### src/rtl/mux_sel_arbiter_if.sv
// Request/grant bundle between the four sources and the round-robin mux-select arbiter.
// The arbiter takes the slave view; the sources (or a bench) drive Req through the master view.
interface mux_sel_arbiter_if;
  logic [3:0] Req;
  logic [3:0] Grant;
  logic [1:0] Sel;
  logic       Valid;
  logic       Preempt;

  modport master (output Req, input Grant, Sel, Valid, Preempt);
  modport slave  (input Req, output Grant, Sel, Valid, Preempt);
endinterface

### src/rtl/mux_sel_arbiter.sv
// Round-robin arbiter driving the Sel/Grant of a shared mux_4_to_1; holds a grant until Req drops.
// Optional forced preemption after MAX_HOLD cycles is enabled by defining MUX_SEL_TIMEOUT_EN.
module mux_sel_arbiter #(
  parameter int MAX_HOLD = 16,
  parameter int CNT_W    = 5
) (
  input logic              Clk,
  input logic              Reset,
  mux_sel_arbiter_if.slave bus
);

  if (MAX_HOLD < 2 || (2 ** CNT_W) <= MAX_HOLD) begin : g_cfg_check
    $error("mux_sel_arbiter: need MAX_HOLD >= 2 and 2**CNT_W > MAX_HOLD");
  end

  typedef enum logic {IDLE, BUSY} state_t;

  state_t     state_q;
  logic [3:0] grant_q;
  logic [1:0] sel_q;
  logic [1:0] ptr_q;
  logic       valid_q;

  logic [3:0] cand;
  logic [3:0] rot_req;
  logic [1:0] win_off;
  logic [1:0] win_idx;
  logic       win_found;
  logic       owner_req;
  logic       grant_en;
  logic       go_idle;

  // While busy the owner is masked out, so a preemption never re-selects it.
  assign cand      = (state_q == BUSY) ? (bus.Req & ~grant_q) : bus.Req;
  assign owner_req = bus.Req[sel_q];

  // rot_req[k] is the candidate k+1 places after the last grantee.
  for (genvar gi = 0; gi < 4; gi++) begin : g_rot
    assign rot_req[gi] = cand[2'(ptr_q + 2'(gi + 1))];
  end

  always_comb begin
    win_off = 2'd0;
    for (int k = 3; k >= 0; k--) begin
      if (rot_req[k]) win_off = 2'(k);
    end
  end

  assign win_found = |rot_req;
  assign win_idx   = ptr_q + win_off + 2'd1;

`ifdef MUX_SEL_TIMEOUT_EN
  localparam logic [CNT_W-1:0] HOLD_LAST = CNT_W'(MAX_HOLD - 1);

  logic [CNT_W-1:0] hold_cnt_q;
  logic             preempt_q;
  logic             preempt_en;

  assign preempt_en = (state_q == BUSY) && owner_req && (hold_cnt_q == HOLD_LAST) && win_found;
`else
  logic preempt_en;

  assign preempt_en = 1'b0;
`endif

  assign grant_en = win_found && ((state_q == IDLE) || !owner_req || preempt_en);
  assign go_idle  = (state_q == BUSY) && !owner_req && !win_found;

  always_ff @(posedge Clk or posedge Reset) begin
    if (Reset) begin
      state_q <= IDLE;
      grant_q <= 4'b0000;
      sel_q   <= 2'b00;
      ptr_q   <= 2'b11;
      valid_q <= 1'b0;
    end else if (grant_en) begin
      state_q <= BUSY;
      grant_q <= 4'b0001 << win_idx;
      sel_q   <= win_idx;
      ptr_q   <= win_idx;
      valid_q <= 1'b1;
    end else if (go_idle) begin
      // Sel keeps its last value so the mux output stays stable while idle.
      state_q <= IDLE;
      grant_q <= 4'b0000;
      valid_q <= 1'b0;
    end
  end

`ifdef MUX_SEL_TIMEOUT_EN
  always_ff @(posedge Clk or posedge Reset) begin
    if (Reset) begin
      hold_cnt_q <= '0;
      preempt_q  <= 1'b0;
    end else begin
      preempt_q <= preempt_en;
      if (grant_en) begin
        hold_cnt_q <= '0;
      end else if (state_q == BUSY && hold_cnt_q != HOLD_LAST) begin
        hold_cnt_q <= hold_cnt_q + 1'b1;
      end
    end
  end

  assign bus.Preempt = preempt_q;
`else
  assign bus.Preempt = 1'b0;
`endif

  assign bus.Grant = grant_q;
  assign bus.Sel   = sel_q;
  assign bus.Valid = valid_q;

endmodule
### src/flat_wrapper.sv
// flat-port wrapper written by rule: the top's interface ports become plain ports
module mux_sel_arbiter_flat 
#(
  parameter int MAX_HOLD = 16,
  parameter int CNT_W    = 5
)
  (Clk, Reset, bus_Req, bus_Grant, bus_Sel, bus_Valid, bus_Preempt);
  mux_sel_arbiter_if bus_i ();
  input logic Clk;
  input logic Reset;
  input wire logic [$bits(bus_i.Req)-1:0] bus_Req;
  output wire logic [$bits(bus_i.Grant)-1:0] bus_Grant;
  output wire logic [$bits(bus_i.Sel)-1:0] bus_Sel;
  output wire logic [$bits(bus_i.Valid)-1:0] bus_Valid;
  output wire logic [$bits(bus_i.Preempt)-1:0] bus_Preempt;
  assign bus_i.Req = bus_Req;
  assign bus_Grant = bus_i.Grant;
  assign bus_Sel = bus_i.Sel;
  assign bus_Valid = bus_i.Valid;
  assign bus_Preempt = bus_i.Preempt;
  mux_sel_arbiter #(.MAX_HOLD(MAX_HOLD), .CNT_W(CNT_W)) u_core (.Clk(Clk), .Reset(Reset), .bus(bus_i));
endmodule
### config.mk
export PLATFORM = sky130hd
export DESIGN_NAME = mux_sel_arbiter_flat
export DESIGN_NICKNAME = d
export VERILOG_FILES = /design/src/rtl/mux_sel_arbiter_if.sv /design/src/rtl/mux_sel_arbiter.sv /design/src/flat_wrapper.sv
export SDC_FILE = /design/constraint.sdc
export NUM_CORES = 1
export LEC_CHECK = 0
export ABC_AREA = 1
export CORE_MARGIN = 1
export CORE_UTILIZATION = 39
export CTS_CLUSTER_SIZE = 20
export DETAILED_ROUTE_END_ITERATION = 6
export SLEW_MARGIN = 5
export SYNTH_ARGS = -nofsm -noshare
export SYNTH_HDL_FRONTEND = slang
export SYNTH_SLANG_ARGS = --single-unit
### constraint.sdc
create_clock -name Clk -period 6.5 [get_ports Clk]
set_clock_uncertainty 0.2 [all_clocks]
set_input_delay 1.3 -clock Clk [delete_from_list [all_inputs] [get_ports Clk]]
set_output_delay 1.3 -clock Clk [all_outputs]
set_load 0.01 [all_outputs]
After elaboration in Yosys (flattened, before gate mapping) --
Index checks and enable logic that the tools add are counted.
Storage, ports and cells: output and inout port bits 8, logic and storage cells 45, register bits 9
Cells by class: reductions and logical operators 8, shift operators 1, muxes and demuxes 19, $add $sub $neg 5, bitwise gates (word level) 3, order comparisons 5
Operators with widths (count):
- $lt 2x3->1 const B | 5
- $mux 4 | 3
- $bmux 1 s2 | 5
- $mux 2 | 4
- $mux 1 | 7
- $add 2x1->2 const B | 2
- $add 2x2->2 const B | 2
- $and 4x4->4 | 1
- $not 4->4 | 1
- $reduce_or 4->1 | 1
- $shl 1x2->4 const A | 1
- $logic_and 1x1->1 | 3
- $add 2x2->2 | 1
- $logic_not 1->1 | 2
- $reduce_bool 2->1 | 1
- $logic_or 1x1->1 | 1
- $not 1->1 | 1

Logic depth before layout (Yosys ltp) --
Gate-level depths: netlist of the first run.
depth in word-level cells 13, gate-level depth with buffers 14, gate-level depth less buffers 13

Worst setup path after synthesis of the first run --
OpenSTA, ideal clock, no wires.
kind in2reg, start point input bus_Req[3], end point register u_core.grant_q[1], in the netlist u_core.bus.Grant[1], stages on the path 12, path buffers 0, path slack 3642 ps, required time 6183 ps, data arrival time 2541 ps, cell sequence nand3_1 > nand3_1 > nand2_1 > a21oi_1 > o21ai_0 > ha_1 > xor2_1 > inv_1 > nand3_2 > nand2_2 > nand3_1 > nand2_1
On the way: word-level cells in the longest chain between the ends 12, elaborated cells on any way between the ends 28
RTL lines:
- from (decl) | RTL line flat_wrapper.sv:11 | input wire logic [$bits(bus_i.Req)-1:0] bus_Req;
- $and 4x4->4 | RTL line mux_sel_arbiter.sv:34 | assign cand = (state_q == BUSY) ? (bus.Req & ~grant_q) : bus.Req;
- $mux 4 | RTL line mux_sel_arbiter.sv:34
- $bmux 1 s2 | RTL line mux_sel_arbiter.sv:39 | assign rot_req[gi] = cand[2'(ptr_q + 2'(gi + 1))];
- $mux 1 (not written as such) | RTL line mux_sel_arbiter.sv:39
- $mux 2 (4 in series) | RTL line mux_sel_arbiter.sv:45 | if (rot_req[k]) win_off = 2'(k);
- $add 2x2->2 | RTL line mux_sel_arbiter.sv:50 | assign win_idx = ptr_q + win_off + 2'd1;
- $add 2x1->2 | RTL line mux_sel_arbiter.sv:50
- $shl 1x2->4 | RTL line mux_sel_arbiter.sv:78 | grant_q <= 4'b0001 << win_idx;
- $mux 4 | RTL line mux_sel_arbiter.sv:76 | end else if (grant_en) begin
- to (signal assigned) | RTL line mux_sel_arbiter.sv:78
- to (decl) | RTL line mux_sel_arbiter.sv:19 | logic [3:0] grant_q;
Parallel ways exist; a longest one is shown, timed or not. The select of a mux whose other input is x is not followed. A chain may end at the register's enable or synchronous reset.

Final worst setup path of the first run --
start point input bus_Req[0], end point register u_core.grant_q[0], in the netlist u_core.bus.Grant[0]
The elaborated chain is that of the path after synthesis.

==> results.md, run 1 <==
* Fin crit period at 3.28 ns
* DIE WIDTH at 45.8 um
* Maxcap violations at 0
* Worst EP required at 6.46 ns
* Ys flop type: dfrtp_1
* Core Footprint at 0.00176 mm^2
* Mapped Area at 749 um^2
* R2R Setup Slk at 4.08 ns
* CTS Buffer Depth at 2
* CTS tree: yes
* Hold Path Origin: u_core.bus.Grant[1]$_DFFE_PP0P_
* Num rows at 15
* Syn_nets at 112
* WP data arrival at 3.24 ns
* Status: finished, final reports clean
* Crit end category: flip-flop
* Pre-CTS setup slack at 2.94 ns
* Post-synth EDFFs at 0
* RSZ-0062 raised after global routing: no
* CTS Hold Bufs at 0
* Peak Freq at 0.305 GHz
* Layout cells sized above 1 at 0.254
* Total CTS buffers at 3
* Syn Area/Cell at 7.21 um^2
* Routed vias/inst at 5.03
* Worst skew pair latency at 0.26 ns
* Worst hold endpoint: u_core.bus.Grant[1]$_DFFE_PP0P_
* Setup CP Type: primary input to flip-flop
* R2r endpoint: u_core.bus.Grant[0]$_DFFE_PP0P_
* Gr usage total at 0.205
* Number of global-route vias before repair at 726
* Synth warnings at 0
* Root buf cell: clkbuf_4
* DRT iter0 DRCs at 12
* R2r worst-path depth at 13
* Die area at 0.00210 mm^2
* Final Hold Fails at 0
* Final nets at 127
* Worst-path cell chain: clkdlybuf4s50_1 > nand3_1 > nand3_2 > a21oi_1 > o21ai_0 > ha_1 > xor2_1 > inv_1 > nand3_2 > nand2_2 > nand2_1 > nand2_1
* FILL cells at 183
* Worst path slowest cell: clkdlybuf4s50_1
* Sequential cell area fraction in the yosys report at 0.304
* I/O pin count at 14
* Final Setup Violations at 0
* Netlist cell types at 22
* Worst r2r src: u_core.ptr_q[0]$_DFFE_PP1P_
* Total clock sinks at 9
* Seq cells post-synth at 9
* GR Overflow Total at 0
* Slowest cell delay on critical path at 0.54 ns
* Crit Path Max Fanout at 3
* Startpoint Class: primary input
* Gate Count Post-Synth at 104
* Drt pass-1 iters at 4
* Tcrit/Tclk final at 0.505
* Hpwl dp at 1360 um
* Max-slew violations at 0
* Final WL at 1710 um
* Synth-to-Final Area Change at 22.0%
* CTS clk-pin slew, worst paths at 0.06 ns
* Antenna cell count at 0
* Final ANT Viol Nets at 0
* Max H-tree Level at 1
* DIE HEIGHT at 45.8 um
* Via count at 720
* Ys async rst share at 1.00
* Gpl congestion at 0.843
* HP Class: flip-flop to flip-flop
* Post-Layout Cell Count at 143
* Initial cell density of the core at 0.425
* Initial antenna violation count at 0
* First-pass GRT wire length at 3020 um
* DRC errors left at 0
* Placed insts at 139
* Total Negative Setup Slacks at 0 ns
* Final worst setup slack at 3.22 ns
* Buffers added on ports at 12
* Post-CTS sizing at 0
* Hold path depth at 2
* Setup bufs post-CTS at 0
* DR WL/cell at 12.0 um
* Largest net degree at the start of global routing at 10
-- synth_stat cells, types with 2 or more instances --
| master | n | area [um^2] |
|---|---|---|
| nand2_1 | 29 | 109 |
| nand3_1 | 14 | 70.1 |
| nand2_2 | 9 | 56.3 |
| nand3_2 | 8 | 80.1 |
| dfrtp_1 | 7 | 175 |
| inv_1 | 7 | 26.3 |
| nor2_1 | 4 | 15.0 |
| a21oi_1 | 3 | 15.0 |
| o21ai_0 | 3 | 15.0 |
| dfstp_2 | 2 | 52.6 |
| ha_1 | 2 | 25.0 |
| nand4_1 | 2 | 12.5 |
| nor2_2 | 2 | 12.5 |
| nor2_4 | 2 | 22.5 |
| o21ai_1 | 2 | 10.0 |
| o21ai_2 | 2 | 17.5 |
-- placed cells by master, fill, tap and decap left out --
master / synthesis / final
conb_1: 1 / 1
nand3_2: 8 / 8
ha_1: 2 / 2
clkbuf_1: 0 / 1
o21ai_0: 3 / 3
a21oi_1: 3 / 3
dfrtp_1: 7 / 7
dfstp_2: 2 / 2
inv_1: 7 / 7
inv_4: 1 / 1
inv_2: 1 / 1
o21ai_2: 2 / 2
nand3_1: 14 / 14
nand2_2: 9 / 9
nor2_4: 2 / 2
nand2_1: 29 / 29
nand4_1: 2 / 2
nor2_1: 4 / 4
o21ai_1: 2 / 2
clkbuf_4: 0 / 3
clkdlybuf4s50_1: 0 / 12
xor2_1: 1 / 1
nor2_2: 2 / 2
-- routing by layer --
layer | up-vias | global-route usage | part of all wire
li1 | 368 | - | -
met1 | 329 | 0.261 | 0.47
met2 | 20 | 0.340 | 0.48
met3 | 3 | 0.0278 | 0.038
met4 | 0 | 0.0941 | 0.016
met5 | - | 0 | 0
-- registers in the layout, summed over array words and instances, names as in the netlist --
name and flops:
u_core.bus.Grant 4, u_core.bus.Sel 2, u_core.ptr_q 2, u_core.bus.Valid 1
-- cell type report --
| type | count | area, um^2 | share of cell area |
|---|---|---|---|
| clock buffer | 4 | 26.3 | 0.0287 |
| inverter | 9 | 36.3 | 0.0397 |
| multi-input combinational | 84 | 473 | 0.517 |
| sequential | 9 | 228 | 0.249 |
| tap | 25 | 31.3 | 0.0342 |
| timing repair buffer | 12 | 120 | 0.131 |
-- critical path, delay by kind of cell --
family	cells	cell delay, ns
buffers and inverters	2	0.62
AND/OR/NAND/NOR	6	0.60
AO/OA/AOI/OAI	2	0.29
XOR/XNOR	1	0.22
adder cells (fa/ha/maj)	1	0.21
-- cell families after synthesis --
group	count (synthesis)	share of synthesized area
AOI/OAI and AO/OA	10	0.0768
xor gates and xnor gates	1	0.0117
adders and majority gates	2	0.0334
buffers and inverters	11	0.0651
DFF	9	0.304
other	1	0.00500
and+or+nand+nor	70	0.504
-- worst max path at each step --
stage,startpoint,end,cells after the start
floorplan,bus_Req[3],u_core.bus.Grant[1]$_DFFE_PP0P_,12
global placement,bus_Req[0],u_core.bus.Grant[1]$_DFFE_PP0P_,12
detailed placement,bus_Req[3],u_core.bus.Grant[1]$_DFFE_PP0P_,13
CTS,bus_Req[3],u_core.bus.Grant[1]$_DFFE_PP0P_,13
global route,bus_Req[1],u_core.bus.Grant[0]$_DFFE_PP0P_,13
finish,bus_Req[0],u_core.bus.Grant[0]$_DFFE_PP0P_,12
-- stage by stage --
stage          utilization  cell area [um^2]  hold slack [ns]
3_5_place_dp         0.504               888            0.331
6_report             0.518               915            0.346
3_3_place_gp         0.504               888            0.335
4_1_cts              0.518               915            0.348
2_1_floorplan            -               749            0.359
5_1_grt              0.518               915            0.398
Power of run 1 is left out: the tool's default activity adds up to more than one toggle a clock period on the data nets, which glitch-free logic cannot reach.
==> run 2, diff against run 1 <==
==> constraint.sdc (replaced) <==
create_clock -name Clk -period 3.3 [get_ports Clk]
set_clock_uncertainty 0.2 [all_clocks]
set_input_delay 0.66 -clock Clk [delete_from_list [all_inputs] [get_ports Clk]]
set_output_delay 0.66 -clock Clk [all_outputs]
set_load 0.01 [all_outputs]
==> run 2 against run 1 <==
Against the previous run: wire length up 0.29%; worst hold slack gained 0.0062 ns; first-iteration DRC count fell by 25%; global-route usage shrank 1.8 points; highest routed layer unchanged.
==> results.md, run 2 (same netlist as run 1, synthesis figures left out) <==
* Layout cells sized above 1 at 0.254
* Final Setup Violations at 0
* Setup bufs post-CTS at 0
* Post-CTS sizing at 0
* Total CTS buffers at 3
* Placed insts at 139
* R2R Setup Slk at 0.81 ns
* CTS Buffer Depth at 2
* Crit Path Max Fanout at 3
* HP Class: flip-flop to flip-flop
* Crit end category: flip-flop
* Worst EP required at 3.26 ns
* Largest net degree at the start of global routing at 10
* Final nets at 127
* Total clock sinks at 9
* Hold path depth at 2
* Drt pass-1 iters at 4
* Slowest cell delay on critical path at 0.46 ns
* R2r worst-path depth at 13
* Setup CP Type: primary input to flip-flop
* WP data arrival at 2.66 ns
* Gr usage total at 0.187
* CP startpoint: bus_Req[1]
* Antenna cell count at 0
* CTS Hold Bufs at 0
* Crit path max-delay family: simple AND/OR/NAND/NOR gates
* DR WL/cell at 12.0 um
* Hpwl dp at 1320 um
* Status: finished, final reports clean
* R2r endpoint: u_core.bus.Grant[1]$_DFFE_PP0P_
* Final ANT Viol Nets at 0
* Num rows at 15
* Maxcap violations at 0
* Most frequent cells in the layout: nand2_1 (29), nand3_1 (14), clkdlybuf4s50_1 (12), nand2_2 (9), nand3_2 (8)
* CTS tree: yes
* Final Hold Fails at 0
* Gpl congestion at 0.851
* Crit path buf inv count at 2
* Die area at 0.00210 mm^2
* DRT iter0 DRCs at 9
* Buffers added on ports at 12
* RSZ-0062 raised after global routing: no
* Startpoint Class: primary input
* Initial antenna violation count at 0
* Max H-tree Level at 1
* Post-Layout Cell Count at 143
* Number of global-route vias before repair at 631
* Routed vias/inst at 4.92
* GR Overflow Total at 0
* Max-slew violations at 0
* DRC errors left at 0
* Peak Freq at 0.371 GHz
* Worst skew pair latency at 0.27 ns
* Cell repeated most along the worst path: nand3_1
* Core Footprint at 0.00176 mm^2
* First-pass GRT wire length at 2730 um
* Root buf cell: clkbuf_4
* Worst r2r src: u_core.ptr_q[0]$_DFFE_PP1P_
* DIE WIDTH at 45.8 um
* Tcrit/Tclk final at 0.818
* Hold Path Origin: u_core.bus.Grant[2]$_DFFE_PP0P_
* Fin crit period at 2.70 ns
* Worst-path cell chain: clkdlybuf4s50_1 > nand3_1 > nand3_1 > nand2_1 > a21oi_1 > o21ai_0 > ha_1 > xor2_1 > inv_1 > nand3_2 > nand2_2 > nand3_1 > nand2_1
* DIE HEIGHT at 45.8 um
* Via count at 703
* Total Negative Setup Slacks at 0 ns
* Worst path slowest cell: clkdlybuf4s50_1
* Final WL at 1710 um
* I/O pin count at 14
* Worst hold endpoint: u_core.bus.Grant[2]$_DFFE_PP0P_
* Synth-to-Final Area Change at 22.0%
* Initial cell density of the core at 0.425
* Final hold slack at 0.352 ns
* Max reg flops at 4
* CTS clk-pin slew, worst paths at 0.06 ns
* Most common cell after layout, fill and taps aside: nand2_1
## run 2: cell counts in the layout (fill, tap and decap cells not counted)
No cell type changed its count.
## run 2: worst max path at each step
stage / end / slack, ns / cells after the start
6_report: u_core.bus.Grant[1]$_DFFE_PP0P_ / 0.60 / 13
5_1_grt: u_core.bus.Grant[1]$_DFFE_PP0P_ / 0.37 / 13
4_1_cts: u_core.bus.Grant[0]$_DFFE_PP0P_ / 0.61 / 13
3_5_place_dp: u_core.bus.Grant[1]$_DFFE_PP0P_ / 0.34 / 13
3_3_place_gp: u_core.bus.Grant[0]$_DFFE_PP0P_ / 0.33 / 13
2_1_floorplan: u_core.bus.Grant[1]$_DFFE_PP0P_ / 1.07 / 14
## run 2: metrics by stage
step	worst slack (ns)	util	cell area, um^2
after detailed placement	0.335	0.504	888
after global placement	0.332	0.504	888
after CTS	0.610	0.518	915
after global routing	0.371	0.518	915
after floorplan	1.07	-	749
final	0.601	0.518	915
## run 2: per-layer routing
layer  up-vias  global-route usage  wire, um
met2        18               0.297       783
met5         -                   0         0
met4         0              0.0882        25
met1       316               0.250       819
met3         3              0.0238        86
li1        366                   -         -
## run 2: layout make-up
type / count / area (um^2)
clock buffer: 4 / 26.3
fill: 199 / 850
inverter: 9 / 36.3
multi-input combinational: 84 / 473
sequential: 9 / 228
tap: 25 / 31.3
timing repair buffer: 12 / 120
## run 2: worst register-to-register path, stage by stage, from the launching register on
cell     delay, ns
dfstp_2       0.61
inv_4         0.09
nand3_2       0.10
nand3_1       0.09
nand2_1       0.12
a21oi_1       0.05
o21ai_0       0.26
ha_1          0.22
xor2_1        0.23
inv_1         0.08
nand3_2       0.11
nand2_2       0.10
nand3_1       0.08
nand2_1       0.05
Power of run 2 is left out for the same reason.
